**src/rtl/fp4_fft_pkg.sv**
```systemverilog
// Shared definitions for the FP4 radix-2 DIT FFT datapath.
// FP4 E2M1 codes used by the twiddle ROM and AGU state encoding.
package fp4_fft_pkg;

  localparam logic [3:0] FP4_ZERO     = 4'b0000;
  localparam logic [3:0] FP4_HALF     = 4'b0001;
  localparam logic [3:0] FP4_ONE      = 4'b0010;
  localparam logic [3:0] FP4_NEG_HALF = 4'b1001;
  localparam logic [3:0] FP4_NEG_ONE  = 4'b1010;

  typedef enum logic {
    AGU_IDLE   = 1'b0,
    AGU_ACTIVE = 1'b1
  } agu_state_t;

endpackage

```
**src/rtl/fp4_twiddle_rom.sv**
```systemverilog
// FP4 twiddle ROM: W_MAX_N^k = cos - j*sin, quantised to {0, 0.5, 1}.
// Table is held at 64-point resolution and indexed by k scaled to it.
module fp4_twiddle_rom
  import fp4_fft_pkg::*;
#(
  parameter int MAX_N = 32,
  parameter int AW    = $clog2(MAX_N)
) (
  input  logic [AW-1:0] k,
  output logic [7:0]    twiddle
);

  logic [5:0] m;
  logic [3:0] re;
  logic [3:0] im;

  assign m = 6'(k) << (6 - AW);

  always_comb begin
    re = FP4_ZERO;
    case (m) inside
      [6'd0:6'd7]:   re = FP4_ONE;
      [6'd8:6'd13]:  re = FP4_HALF;
      [6'd14:6'd18]: re = FP4_ZERO;
      [6'd19:6'd24]: re = FP4_NEG_HALF;
      [6'd25:6'd31]: re = FP4_NEG_ONE;
      default:       re = FP4_ZERO;
    endcase
  end

  // imag is -sin, so the upper half-circle gives negative codes
  always_comb begin
    im = FP4_ZERO;
    case (m) inside
      [6'd0:6'd2]:   im = FP4_ZERO;
      [6'd3:6'd8]:   im = FP4_NEG_HALF;
      [6'd9:6'd23]:  im = FP4_NEG_ONE;
      [6'd24:6'd29]: im = FP4_NEG_HALF;
      default:       im = FP4_ZERO;
    endcase
  end

  assign twiddle = {re, im};

endmodule

```
**src/rtl/fp4_dit_agu.sv**
```systemverilog
// Butterfly address / twiddle generator for the FP4 radix-2 DIT FFT.
// Optional FFT_AGU_IFFT_EN adds an inv port for conjugate twiddles.
module fp4_dit_agu
  import fp4_fft_pkg::*;
#(
  parameter int MAX_N      = 32,
  parameter int ADDR_WIDTH = $clog2(MAX_N),
  parameter int LOG2W      = $clog2(ADDR_WIDTH + 1)
) (
  input  logic                  clk,
  input  logic                  rst,
  input  logic                  start,
  input  logic [LOG2W-1:0]      cfg_log2n,
`ifdef FFT_AGU_IFFT_EN
  input  logic                  inv,
`endif
  input  logic                  next_step,
  output logic [ADDR_WIDTH-1:0] idx_a,
  output logic [ADDR_WIDTH-1:0] idx_b,
  output logic [ADDR_WIDTH-1:0] k,
  output logic [7:0]            twiddle_output,
  output logic                  done_stage,
  output logic                  done_fft,
  output logic [LOG2W-1:0]      curr_stage,
  output logic                  busy
);

  localparam logic [ADDR_WIDTH-1:0] ONES  = '1;
  localparam logic [ADDR_WIDTH-1:0] ONE_A = ADDR_WIDTH'(1);
  localparam logic [LOG2W-1:0]      L_MAX = LOG2W'(ADDR_WIDTH);
  localparam logic [LOG2W-1:0]      ONE_L = LOG2W'(1);

  agu_state_t state, state_n;
  logic [LOG2W-1:0]      l_q, l_n, s_q, s_n, l_cfg;
  logic [ADDR_WIDTH-1:0] b_q, b_n, b_last, mask, j, g;
  logic [ADDR_WIDTH-1:0] a_raw, k_int;
  logic                  ds_q, ds_n, primed_q, primed_n;
  logic                  active, stage_end, last_stage;
  logic [7:0]            tw_rom, tw_fix;

  assign l_cfg = (cfg_log2n == '0 || cfg_log2n > L_MAX)
               ? L_MAX : cfg_log2n;

  assign active     = (state == AGU_ACTIVE);
  assign b_last     = ONES >> (L_MAX - l_q + ONE_L);
  assign stage_end  = (b_q == b_last);
  assign last_stage = (s_q == l_q - ONE_L);

  // split flat counter into group g and in-group offset j
  assign mask  = ONES >> (L_MAX - s_q);
  assign j     = b_q & mask;
  assign g     = b_q >> s_q;
  assign a_raw = (g << (s_q + ONE_L)) | j;

  assign idx_a = active ? a_raw : '0;
  assign idx_b = active ? a_raw + (ONE_A << s_q) : '0;
  assign k_int = active ? j << (L_MAX - ONE_L - s_q) : '0;
  assign k     = k_int;

  assign curr_stage = active ? s_q : '0;
  assign busy       = active;
  assign done_stage = ds_q;
  assign done_fft   = active && last_stage && stage_end;

  fp4_twiddle_rom #(
    .MAX_N (MAX_N),
    .AW    (ADDR_WIDTH)
  ) u_rom (
    .k       (k_int),
    .twiddle (tw_rom)
  );

`ifdef FFT_AGU_IFFT_EN
  logic inv_q, inv_n;

  assign inv_n  = start ? inv : inv_q;
  assign tw_fix = (inv_q && tw_rom[3:0] != FP4_ZERO)
                ? {tw_rom[7:4], ~tw_rom[3], tw_rom[2:0]}
                : tw_rom;

  always_ff @(posedge clk or posedge rst) begin
    if (rst) inv_q <= 1'b0;
    else     inv_q <= inv_n;
  end
`else
  assign tw_fix = tw_rom;
`endif

  // zero until the first run so reset leaves every output at 0
  assign twiddle_output = primed_q ? tw_fix : 8'h00;

  always_comb begin
    state_n  = state;
    l_n      = l_q;
    s_n      = s_q;
    b_n      = b_q;
    ds_n     = 1'b0;
    primed_n = primed_q;
    if (start) begin
      state_n  = AGU_ACTIVE;
      l_n      = l_cfg;
      s_n      = '0;
      b_n      = '0;
      primed_n = 1'b1;
    end else if (active && next_step) begin
      if (!stage_end) begin
        b_n = b_q + ONE_A;
      end else begin
        b_n  = '0;
        ds_n = 1'b1;
        if (last_stage) begin
          state_n = AGU_IDLE;
          s_n     = '0;
        end else begin
          s_n = s_q + ONE_L;
        end
      end
    end
  end

  always_ff @(posedge clk or posedge rst) begin
    if (rst) begin
      state    <= AGU_IDLE;
      l_q      <= L_MAX;
      s_q      <= '0;
      b_q      <= '0;
      ds_q     <= 1'b0;
      primed_q <= 1'b0;
    end else begin
      state    <= state_n;
      l_q      <= l_n;
      s_q      <= s_n;
      b_q      <= b_n;
      ds_q     <= ds_n;
      primed_q <= primed_n;
    end
  end

endmodule

```
**config.mk**
```make
export PLATFORM = sky130hd
export DESIGN_NAME = fp4_dit_agu
export DESIGN_NICKNAME = d
export VERILOG_FILES = /design/src/rtl/fp4_fft_pkg.sv /design/src/rtl/fp4_twiddle_rom.sv /design/src/rtl/fp4_dit_agu.sv
export SDC_FILE = /design/constraint.sdc
export NUM_CORES = 1
export LEC_CHECK = 0
export BUFFER_PORTS_ARGS = -buffer_cell sky130_fd_sc_hd__buf_2
export CORE_MARGIN = 2
export CORE_UTILIZATION = 40
export DETAILED_ROUTE_END_ITERATION = 7
export GPL_ROUTABILITY_DRIVEN = 1
export GPL_TIMING_DRIVEN = 0
export PLACE_DENSITY = 0.71
export SYNTH_ARGS = -nofsm -noshare
export SYNTH_HDL_FRONTEND = slang
export SYNTH_SLANG_ARGS = --single-unit
export TNS_END_PERCENT = 5
```
**constraint.sdc**
```tcl
create_clock -name clk -period 6.1 [get_ports clk]
set_input_delay 1.22 -clock clk [delete_from_list [all_inputs] [get_ports clk]]
set_output_delay 1.22 -clock clk [all_outputs]
set_load 0.02 [all_outputs]
```
# ---- Yosys cells after proc, flatten, opt, wreduce, memory -nomap -nowiden
# Cells that the tools add are included.
dict set report op_classes {
  mux 29
  shift 6
  n_reduce_logical 19
  bitwise 2
  n_eq_ne 2
  n_lt_le_gt_ge 18
  addsub 8
}
# op n
set ops {}
lappend ops {{two-way mux 4 bit} 9}
lappend ops {{<= comparator 6 x 5 -> 1 bit (second input constant)} 5}
lappend ops {{two-way mux 5 bit} 6}
lappend ops {{>= comparator 6 x 4 -> 1 bit (second input constant)} 3}
lappend ops {{>= comparator 6 x 5 -> 1 bit (second input constant)} 3}
lappend ops {{two-way mux 3 bit} 6}
lappend ops {{<= comparator 6 x 4 -> 1 bit (second input constant)} 2}
lappend ops {{logical AND 1 bit} 12}
lappend ops {{<< shifter 5 x 3 -> 5 bit} 2}
lappend ops {{>> shifter 5 x 3 -> 5 bit (first input constant)} 2}
lappend ops {{subtractor 3 bit (first input constant)} 3}
lappend ops {{two-way mux 8 bit} 1}
lappend ops {{two-way mux 1 bit} 7}
lappend ops {{adder 3 x 1 -> 3 bit (second input constant)} 2}
lappend ops {{>= comparator 6 x 1 -> 1 bit (second input constant)} 1}
lappend ops {{>= comparator 6 x 2 -> 1 bit (second input constant)} 1}
lappend ops {{<= comparator 6 x 2 -> 1 bit (second input constant)} 1}
lappend ops {{<= comparator 6 x 3 -> 1 bit (second input constant)} 1}
lappend ops {{nonzero test 2 bit} 3}
lappend ops {{adder 5 x 1 -> 5 bit (second input constant)} 1}
lappend ops {{adder 5 bit} 1}
lappend ops {{bitwise AND 5 bit} 1}
lappend ops {{equality test 5 bit} 1}
lappend ops {{bitwise OR 5 bit} 1}
lappend ops {{other kinds (9)} 9}
dict set report totals {
  ff_bits 14
  elab_cells 90
  out_inout_bits 29
  in_bits 7
}

# ---- Logic depth before layout (Yosys ltp)
# Gate-level depths: netlist of the first run.
dict set report logic_depth {
  depth_word 13
  mapped_depth 16
  mapped_depth_nobuf 13
}

# ---- Cells and area by module
# From an unflattened synthesis of the first run, not the netlist that was laid out.
dict set report unflattened {
  hier_cells 235
  area_unflattened_um2 1941.9
}
# module area_per_inst_um2 instances cells_per_inst
set modules_own_cells {}
lappend modules_own_cells {fp4_dit_agu 1788.0 1 208}
lappend modules_own_cells {fp4_twiddle_rom 153.9 1 27}

# ---- Worst setup path after synthesis of the first run
# OpenSTA, ideal clock, no wires.
dict set report synth_path {
  path_type {reg-to-output}
  startpoint {reg s_q[1]}
  endpoint {out idx_b[4]}
  path_buffers 2
  path_stages_with_launch 16
  path_slack_ns 1.883
  t_arrival_ns 2.997
  path_cell_list {dfrtp_1 -> buf_2 -> inv_1 -> ha_1 -> bufbuf_16 -> inv_1 -> nand2_1 -> o21ai_0 -> ha_1 -> inv_1 -> fa_1 -> nor2b_1 -> o21ai_0 -> a21boi_0 -> o221a_2 -> a21o_1}
}
dict set report synth_via {
  elab_chain_len 6
  elab_cells_between_ends 10
}
# item line
set synth_rtl {}
lappend synth_rtl {{start, declared} fp4_dit_agu.sv:34} ;# logic [LOG2W-1:0] l_q, l_n, s_q, s_n, l_cfg;
lappend synth_rtl {{start signal, assigned} fp4_dit_agu.sv:132} ;# s_q <= s_n;
lappend synth_rtl {{subtractor 3 bit} fp4_dit_agu.sv:50} ;# assign mask = ONES >> (L_MAX - s_q);
lappend synth_rtl {{>> shifter 5 x 3 -> 5 bit} fp4_dit_agu.sv:50}
lappend synth_rtl {{bitwise AND 5 bit} fp4_dit_agu.sv:51} ;# assign j = b_q & mask;
lappend synth_rtl {{bitwise OR 5 bit} fp4_dit_agu.sv:53} ;# assign a_raw = (g << (s_q + ONE_L)) | j;
lappend synth_rtl {{adder 5 bit *} fp4_dit_agu.sv:56} ;# assign idx_b = active ? a_raw + (ONE_A << s_q) : '0;
lappend synth_rtl {{two-way mux 5 bit *} fp4_dit_agu.sv:56}
lappend synth_rtl {{end, declared} fp4_dit_agu.sv:19} ;# output logic [ADDR_WIDTH-1:0] idx_b,
# Mark *: on every way between the ends. The rest lies on a longest branch, timed or not.

# ---- Worst setup path in the final report of the first run
# Same ends and word-level chain as after synthesis.

==> results.sh, run 1 <==
export IMPL_cts_max_level=1
export IMPL_ys_seq_area_share_pct=17.85
export IMPL_final_hold_violation_count=0
export IMPL_area_growth_syn_to_layout_pct=15.32
export IMPL_cts_tree="done"
export IMPL_syn_inst=252
export IMPL_dieHeight_um=74.30
export IMPL_cts_root_buf="clkbuf_8"
export IMPL_ys_types=58
export IMPL_fmax_mhz=200.9
export IMPL_wl_mm=4.944
export IMPL_holdPathStages=1
export IMPL_path_max_fanout=10
export IMPL_syn_cell_area_um2=1977
export IMPL_drtIter0Drc=157
export IMPL_setup_viol=0
export IMPL_yosysWarnings=0
export IMPL_final_common_cell="buf_2"
export IMPL_holdBufCountCts=0
export IMPL_cts_resized=0
export IMPL_cts_sinks=14
export IMPL_final_util_pct=47.95
export IMPL_dieArea_um2=5520
export IMPL_worstReg2RegEnd="s_q[0]"
export IMPL_synth_main_ff_cell="dfrtp_1"
export IMPL_fin_tns_setup_ns=0
export IMPL_tightest_slew_ns=0.8809
export IMPL_wl_per_cell_um=13.89
export IMPL_grt_use_total_pct=18.80
export IMPL_status="finished clean"
export IMPL_drv_cap=0
export IMPL_slew_headroom_pct=40.35
export IMPL_grt_ovfl_total=0
export IMPL_ioPinCount=36
export IMPL_p_comb_share_pct=38.7
export IMPL_place_ws_ns=1.451
export IMPL_end_kind="output pin"
export IMPL_antenna_cells=0
export IMPL_crit_type="reg2out"
export IMPL_hold_path_startpoint="primed_q"
export IMPL_synth_edf_count=0
export IMPL_numCtsBuffers=3
export IMPL_first_global_vias=1771
export IMPL_total_power_mw=0.3250
export IMPL_crit_path_start_kind="flip-flop"
export IMPL_ant_nets=0
export IMPL_firstDrtPassIters=4
export IMPL_rrSetupSlack_ns=3.54
export IMPL_hold_path_class="reg2reg"
export IMPL_die_x_um=74.30
export IMPL_grt_max_degree=15
export IMPL_whs_endpoint="primed_q"
export IMPL_p_seq_share_pct=32.4
export IMPL_final_cell_mix="buf_2, nand2_1, ha_1"
export IMPL_min_period_ns=4.977
export IMPL_reg2regPathDepth=8
export IMPL_drive_gt1_share_pct=20.42
export IMPL_clk_pin_slew_ns=0.06
export IMPL_switching_share_pct=36.31
export IMPL_synthArstFlopShare_pct=100.0
export IMPL_grt_antenna_before_repair=0
export IMPL_crit_required_ns=4.88
export IMPL_powerDensity_nw_per_um2=142.6
export IMPL_dp_hpwl_mm=3.744
export IMPL_final_setup_worst_slack_ns=1.123
export IMPL_rsz0062_at_grt="no"
export IMPL_num_rows=25
export IMPL_p_sw_mw=0.1180
export IMPL_start_util_pct=41.58
export IMPL_avgSynthCellArea_um2=7.845
export IMPL_grt_pass1_wl_mm=8.169
export IMPL_r2r_start="l_q[0]"
export IMPL_synth_seq_cells=14
export IMPL_period_share_pct=81.58
export IMPL_post_cts_buffers=0
export IMPL_core_um2=4755
export IMPL_drc=0
export IMPL_p_int_mw=0.2070
export IMPL_leakagePower_nw=1.043
export IMPL_clock_path_buffers=2
export IMPL_port_buffers=32
export IMPL_clock_latency_ns=0.25
export IMPL_vdd_drop_max_mv=0.1353
export IMPL_p_clk_share_pct=28.9
export IMPL_place_congestion=0.9060
export IMPL_slew_violations=0
export IMPL_num_vias=1940
export IMPL_cp_arrival_ns=3.76
export IMPL_vias_per_cell=5.449
export IMPL_finClkSkew_ns=0.001649
export IMPL_fin_nets=316
## worst max-delay path: stages (launching register included)
cell       delay (ns)
dfrtp_1          0.39
buf_2            0.26
inv_1            0.12
ha_1             0.29
bufbuf_16        0.27
inv_1            0.21
nand2_1          0.10
o21ai_0          0.23
ha_1             0.22
inv_1            0.06
fa_1             0.37
nor2b_1          0.15
o21ai_0          0.11
a21boi_0         0.26
o221a_2          0.24
a21o_1           0.07
buf_2            0.15
## cell type report
class,count,area (um^2)
multi-input cells,206,1415
fillers,494,2475
repair buffers,32,160.2
inverters,14,52.55
well taps,67,83.83
flip-flops and latches,14,352.8
plain buffers,19,160.2
clock buffers,4,55.05
## cell families (layout without fill, tap and decap cells)
family,count (synthesis),after routing,synth area share (%)
mux,6,6,3.101
fa+ha+maj,19,19,12.41
buf+inv,33,69,10.76
other cells,1,2,0.1897
xor+xnor,9,9,3.987
simple gates,105,105,28.35
compound gates,65,65,23.36
flops,14,14,17.85
## state kept, by name, summed over array words and instances (netlist names)
register    flops
l_q             3
b_q             5
done_stage      1
primed_q        1
busy            1
s_q             3
## power groups by stage
stage / Combinational (mW) / Clock, mW / Sequential [mW]
6_report: 0.126 / 0.0939 / 0.105
3_3_place_gp: 0.122 / 0 / 0.107
3_5_place_dp: 0.125 / 0 / 0.107
2_1_floorplan: 0.0963 / 0 / 0.105
5_1_grt: 0.140 / 0.0992 / 0.106
4_1_cts: 0.125 / 0.0952 / 0.105
## worst max-delay path by stage
stage	start	endpoint	slack, ns	cells past startpoint
final	s_q[1]	idx_b[4]	1.12	16
after global routing	s_q[1]	idx_b[4]	0.74	16
after CTS	s_q[1]	idx_b[4]	1.14	15
after detailed placement	s_q[1]	idx_b[4]	1.45	15
after global placement	s_q[1]	idx_b[4]	1.51	16
after floorplan	s_q[1]	idx_b[4]	1.88	15
## layer usage
metal | part of all wire, % | global-route usage, % | routed length (um)
met4 | 2.1 | 6.151 | 103
met5 | 0 | 0 | 0
met1 | 47 | 25.73 | 2348
met3 | 4.3 | 1.626 | 211
met2 | 46 | 31.45 | 2281
## cells in the mapped netlist, types with 2 or more instances
cell | instances | area share (%)
a21o_1 | 6 | 2.3
and2_1 | 12 | 3.8
inv_1 | 14 | 2.7
nor2b_1 | 10 | 3.2
o311ai_1 | 2 | 0.89
nand2_1 | 24 | 4.6
clkbuf_8 | 4 | 2.8
o31ai_1 | 4 | 1.5
clkbuf_1 | 7 | 1.3
xnor2_1 | 5 | 2.2
nor3b_1 | 6 | 2.3
mux2i_1 | 5 | 2.5
nand3_1 | 11 | 2.8
buf_2 | 3 | 0.76
xor2_1 | 4 | 1.8
a31o_2 | 2 | 0.89
dfrtp_1 | 12 | 15
nor4_1 | 3 | 0.95
and3_1 | 2 | 0.63
o21ai_0 | 10 | 2.5
nand2b_1 | 6 | 1.9
dfstp_2 | 2 | 2.7
nor3_1 | 6 | 1.5
o22ai_1 | 2 | 0.63
buf_4 | 2 | 0.76
ha_1 | 18 | 11
or2_2 | 2 | 0.63
a31oi_1 | 6 | 1.9
a41oi_1 | 2 | 0.89
a311oi_1 | 2 | 0.89
a21oi_1 | 14 | 3.5
nor2_1 | 15 | 2.8
a211oi_1 | 3 | 1.1
nand3b_1 | 2 | 0.76
## stage by stage
step / std cells / instance area (um^2) / hold WS, ns
2_1_floorplan: 253 / 1981 / 0.4395
3_3_place_gp: 352 / 2225 / 0.4607
3_5_place_dp: 352 / 2225 / 0.4675
4_1_cts: 356 / 2280 / 0.4859
5_1_grt: 356 / 2280 / 0.5061
6_report: 356 / 2280 / 0.4800
(Power assumes the default switching activity.)
==> inputs of run 2 (changes only) <==
--- a/config.mk
+++ b/config.mk
@@ -11,7 +11,7 @@
 export DETAILED_ROUTE_END_ITERATION = 7
 export GPL_ROUTABILITY_DRIVEN = 1
 export GPL_TIMING_DRIVEN = 0
-export PLACE_DENSITY = 0.71
+export PLACE_DENSITY = 0.73
 export SYNTH_ARGS = -nofsm -noshare
 export SYNTH_HDL_FRONTEND = slang
 export SYNTH_SLANG_ARGS = --single-unit
==> constraint.sdc (replaced) <==
create_clock -name clk -period 4.1 [get_ports clk]
set_input_delay 0.82 -clock clk [delete_from_list [all_inputs] [get_ports clk]]
set_output_delay 0.82 -clock clk [all_outputs]
set_load 0.02 [all_outputs]
==> run 2 against run 1 <==
Effect of this change: critical path type unchanged; total power rose by 47%; highest routed layer unchanged; critical endpoint unchanged; combinational power rose by 60%; routed wire length rose by 8.6%.
==> results.sh, run 2 (same netlist as run 1, synthesis figures left out) <==
export IMPL_first_global_vias=1887
export IMPL_cts_root_buf="clkbuf_8"
export IMPL_vdd_drop_max_mv=0.1301
export IMPL_num_rows=25
export IMPL_end_kind="output pin"
export IMPL_port_buffers=32
export IMPL_drv_cap=0
export IMPL_clock_latency_ns=0.25
export IMPL_core_um2=4755
export IMPL_grt_max_degree=15
export IMPL_r2r_start="l_q[0]"
export IMPL_stdcell_count=367
export IMPL_grt_ovfl_total=0
export IMPL_final_common_cell="buf_2"
export IMPL_final_cell_mix="buf_2, nand2_1, nor2_1, buf_4, a21oi_1"
export IMPL_grt_pass1_wl_mm=8.314
export IMPL_crit_type="reg2out"
export IMPL_cts_max_level=1
export IMPL_tightest_slew_ns=0.8406
export IMPL_fin_tns_setup_ns=0
export IMPL_grt_use_total_pct=19.03
export IMPL_die_x_um=74.30
export IMPL_hold_path_class="reg2reg"
export IMPL_cp_startpoint="s_q[0]"
export IMPL_wl_per_cell_um=14.63
export IMPL_dp_hpwl_mm=3.784
export IMPL_final_util_pct=52.32
export IMPL_numCtsBuffers=3
export IMPL_cts_sinks=14
export IMPL_cts_tree="done"
export IMPL_powerDensity_nw_per_um2=191.9
export IMPL_drive_gt1_share_pct=30.00
export IMPL_firstDrtPassIters=4
export IMPL_place_ws_ns=-0.1793
export IMPL_vias_per_cell=5.436
export IMPL_fmax_mhz=250.1
export IMPL_drtIter0Drc=128
export IMPL_num_vias=1995
export IMPL_dieArea_um2=5520
export IMPL_dieHeight_um=74.30
export IMPL_crit_required_ns=3.28
export IMPL_area_growth_syn_to_layout_pct=25.82
export IMPL_drc=0
export IMPL_dp_cells=352
export IMPL_final_hold_violation_count=0
export IMPL_wl_mm=5.368
export IMPL_regMostFlops="b_q"
export IMPL_final_setup_worst_slack_ns=0.1024
export IMPL_hold_path_startpoint="primed_q"
export IMPL_antenna_cells=0
export IMPL_largestRegisters="b_q x5, l_q x3, s_q x3"
export IMPL_slew_headroom_pct=43.07
export IMPL_finClkSkew_ns=0.001064
export IMPL_period_share_pct=97.50
export IMPL_start_util_pct=41.58
export IMPL_path_max_fanout=7
export IMPL_min_period_ns=3.998
export IMPL_grt_antenna_before_repair=0
export IMPL_largest_reg_flops=5
export IMPL_ant_nets=0
export IMPL_place_congestion=0.8738
export IMPL_setup_viol=0
export IMPL_leakagePower_nw=1.119
export IMPL_cp_arrival_ns=3.18
export IMPL_fin_nets=327
export IMPL_clock_path_buffers=2
export IMPL_crit_path_start_kind="flip-flop"
export IMPL_clk_pin_slew_ns=0.06
export IMPL_holdBufCountCts=0
export IMPL_status="finished clean"
export IMPL_slew_violations=0
export IMPL_ioPinCount=36
run 2: cell count changes in the layout (fill, tap and decap cells not counted), moves of 3 or more:
| cell | change |
|---|---|
| buf_4 | +13 |
| ha_1 | -5 |
| ha_4 | +4 |
| inv_1 | -4 |
| o21ai_0 | -3 |
run 2: where the power goes:
part | internal (mW) | switching (mW) | leakage, nW | total, mW
sequential | 0.148 | 0.00863 | 0.174 | 0.157
combinational | 0.0816 | 0.119 | 0.922 | 0.201
clock | 0.0689 | 0.0509 | 0.0228 | 0.120
run 2: through the flow:
stage / instance area, um^2 / power, mW / hold slack, ns
after global routing: 2487 / 0.5072 / 0.4814
after global placement: 2225 / 0.3412 / 0.4569
after detailed placement: 2225 / 0.3449 / 0.4541
final: 2487 / 0.4773 / 0.4780
after CTS: 2328 / 0.4717 / 0.4724
after floorplan: 1981 / 0.3001 / 0.4395
run 2: area by class of cell:
| class | instances | area, um^2 |
|---|---|---|
| plain buffers | 18 | 165.2 |
| clock buffers | 4 | 45.04 |
| fillers | 463 | 2267 |
| inverters | 14 | 65.06 |
| multi-input cells | 206 | 1521 |
| flip-flops and latches | 14 | 354.1 |
| well taps | 67 | 83.83 |
| repair buffers | 44 | 252.7 |
run 2: layer usage:
layer	vias up	wire, um	global-route usage (%)
met5	-	0	0
met4	0	82	6.944
met3	10	258	1.897
met2	68	2647	33.93
met1	921	2380	23.80
li1	996	-	-
run 2: worst max-delay path, cell delays in order, from the launching register on:
cell and delay, ns:
dfrtp_2 0.45, buf_4 0.15, ha_1 0.22, ha_4 0.32, nand2_2 0.07, o21ai_2 0.13
ha_2 0.19, inv_1 0.06, fa_2 0.39, nor2b_2 0.15, o21ai_2 0.09, nor3b_4 0.16
o221a_2 0.25, a21o_1 0.15, buf_4 0.15
run 2: worst paths after layout:
check | endpoint | slack (ns) | depth (start not counted)
setup / recovery | idx_b[4] | 0.10 | 14
hold / removal | primed_q | 0.48 | 1
setup reg to reg | s_q[0] | 1.56 | 8
hold reg to reg | primed_q | 0.48 | 1
max in group asynchronous | s_q[0] | 3.10 | 2
min in group asynchronous | l_q[1] | 0.61 | 2
run 2: timing repair:
action / in CTS / in global routing
setup buffers: 4 / 8
endpoints found under the setup margin: 1 / 1
resized for setup: 14 / 21
hold endpoints to repair: 0 / 0
pin swaps: 0 / 7
cloned: 0 / 0
==> inputs of run 3 (changes only) <==
--- a/config.mk
+++ b/config.mk
@@ -9,7 +9,7 @@
 export CORE_MARGIN = 2
 export CORE_UTILIZATION = 40
 export DETAILED_ROUTE_END_ITERATION = 7
-export GPL_ROUTABILITY_DRIVEN = 1
+export GPL_ROUTABILITY_DRIVEN = 0
 export GPL_TIMING_DRIVEN = 0
 export PLACE_DENSITY = 0.73
 export SYNTH_ARGS = -nofsm -noshare
==> constraint.sdc (replaced) <==
create_clock -name clk -period 3.3 [get_ports clk]
set_input_delay 0.66 -clock clk [delete_from_list [all_inputs] [get_ports clk]]
set_output_delay 0.66 -clock clk [all_outputs]
set_load 0.02 [all_outputs]
==> run 3 against run 2 <==
Effect of this change: the flow now finishes with violations (negative setup slack); sequential cell count unchanged; design area increased by 9.4%; die area unchanged; combinational power increased by 44%; sequential power increased by 25%; non-clock buffer count increased by 9; clock power increased by 26%; critical path type unchanged; largest cell class unchanged; highest routed layer unchanged.
==> results.sh, run 3 (same netlist as run 1, synthesis figures left out) <==
export IMPL_nFillCells=441
export IMPL_place_area_um2=2250
export IMPL_leakagePower_nw=1.200
export IMPL_cts_tree="done"
export IMPL_start_util_pct=41.58
export IMPL_wl_mm=6.179
export IMPL_final_hold_violation_count=0
export IMPL_hold_path_class="in2async"
export IMPL_status="finished with violations"
export IMPL_antenna_cells=0
export IMPL_cp_arrival_ns=2.90
export IMPL_dp_hpwl_mm=3.823
export IMPL_stdcell_count=376
export IMPL_crit_type="reg2out"
export IMPL_clock_latency_ns=0.25
export IMPL_slowest_stage="dfrtp_1"
export IMPL_setup_viol=6
export IMPL_dp_cells=352
export IMPL_grt_max_degree=15
export IMPL_drv_cap=0
export IMPL_core_um2=4755
export IMPL_drtIter0Drc=211
export IMPL_crit_path_start_kind="flip-flop"
export IMPL_drc=0
export IMPL_grt_ovfl_total=0
export IMPL_slew_violations=0
export IMPL_vias_per_cell=5.779
export IMPL_final_cell_mix="buf_2, buf_4, nand2_1"
export IMPL_first_global_vias=2032
export IMPL_cts_sinks=14
export IMPL_dieArea_um2=5520
export IMPL_finClkSkew_ns=0.005129
export IMPL_regMostFlops="b_q"
export IMPL_whs_ns=0.4569
export IMPL_path_buf_inv=3
export IMPL_area_growth_syn_to_layout_pct=37.66
export IMPL_firstDrtPassIters=5
export IMPL_vdd_drop_max_mv=0.2149
export IMPL_crit_required_ns=2.64
export IMPL_grt_pass1_wl_mm=9.411
export IMPL_violations="negative setup slack"
export IMPL_total_power_mw=0.6366
export IMPL_fmax_mhz=280.9
export IMPL_largestRegisters="b_q x5, l_q x3, s_q x3"
export IMPL_rsz0062_at_grt="yes"
export IMPL_final_setup_worst_slack_ns=-0.2600
export IMPL_wl_per_cell_um=16.43
export IMPL_final_common_cell="buf_2"
export IMPL_cts_max_level=1
export IMPL_period_share_pct=107.9
export IMPL_clk_pin_slew_ns=0.06
export IMPL_ioPinCount=36
export IMPL_num_rows=25
export IMPL_critPathMaxStageDelay_ns=0.40
export IMPL_cp_cell_sequence="buf_6 > buf_8 > mux2_4 > mux2i_4 > o31ai_2 > a21o_1 > ha_4 > nor2b_4 > o21ai_2 > nor3b_2 > o221a_2 > a21o_1 > buf_6"
export IMPL_place_ws_ns=-0.5910
export IMPL_grt_use_total_pct=21.88
export IMPL_slew_headroom_pct=41.32
export IMPL_clock_path_buffers=2
export IMPL_final_area_um2=2721
export IMPL_numCtsBuffers=3
export IMPL_path_max_fanout=9
export IMPL_end_kind="output pin"
export IMPL_largest_reg_flops=5
export IMPL_powerDensity_nw_per_um2=233.9
export IMPL_drive_gt1_share_pct=39.48
export IMPL_die_x_um=74.30
export IMPL_min_period_ns=3.560
export IMPL_cp_top_family="compound AO/OA/AOI/OAI gates"
export IMPL_port_buffers=32
export IMPL_grt_antenna_before_repair=0
export IMPL_cts_root_buf="clkbuf_8"
export IMPL_num_vias=2173
export IMPL_dieHeight_um=74.30
export IMPL_tightest_slew_ns=0.8665
export IMPL_ant_nets=0
export IMPL_fin_nets=336
run 3: worst paths after layout:
| path | start | to | slack [ns] | cells after the start |
|---|---|---|---|---|
| worst max-delay path | s_q[1] | idx_b[4] | -0.26 | 13 |
| max in group asynchronous | rst | s_q[0] | 2.43 | 2 |
| worst min register to register | l_q[2] | l_q[2] | 0.54 | 2 |
| worst min-delay path | rst | b_q[3] | 0.46 | 2 |
| min in group clk | l_q[2] | l_q[2] | 0.54 | 2 |
| worst max register to register | l_q[0] | s_q[0] | 0.73 | 8 |
run 3: power breakdown:
part	switching, mW	internal [mW]	leakage, nW
registers	0.0118	0.184	0.172
logic	0.167	0.123	1.01
clock network	0.0656	0.0857	0.0228
total	0.244	0.392	1.20
run 3: cell type report:
type                            count  area, um^2  share of cell area, %
Multi-Input combinational cell    206        1657                  60.87
Timing Repair Buffer               54       362.8                  13.33
Sequential cell                    14       355.3                  13.06
Buffer                             17       148.9                  5.471
Tap cell                           67       83.83                  3.080
Inverter                           14       68.82                  2.529
Clock buffer                        4       45.04                  1.655
run 3: metal layers:
metal / wire length (um) / vias to the layer above / global-route usage, %
li1: - / 1006 / -
met1: 2507 / 1034 / 27.97
met2: 3072 / 109 / 38.10
met3: 424 / 24 / 1.491
met4: 174 / 0 / 9.325
met5: 0 / - / 0
run 3: what timing repair did:
action | in CTS | in global routing
resized for setup | 37 | 37
endpoints found under the setup margin | 12 | 11
hold buffers | 0 | 0
gates cloned | 0 | 0
pin swaps | 12 | 7
hold endpoints to repair | 0 | 0
buffers inserted | 18 | 4
run 3: metrics by stage:
stage          setup TNS, ns  util [%]
2_1_floorplan       -0.07825         -
3_3_place_gp         -0.7403     47.32
3_5_place_dp         -0.8892     47.32
4_1_cts              -0.2679     53.53
5_1_grt               -1.379     57.24
6_report             -0.5015     57.24
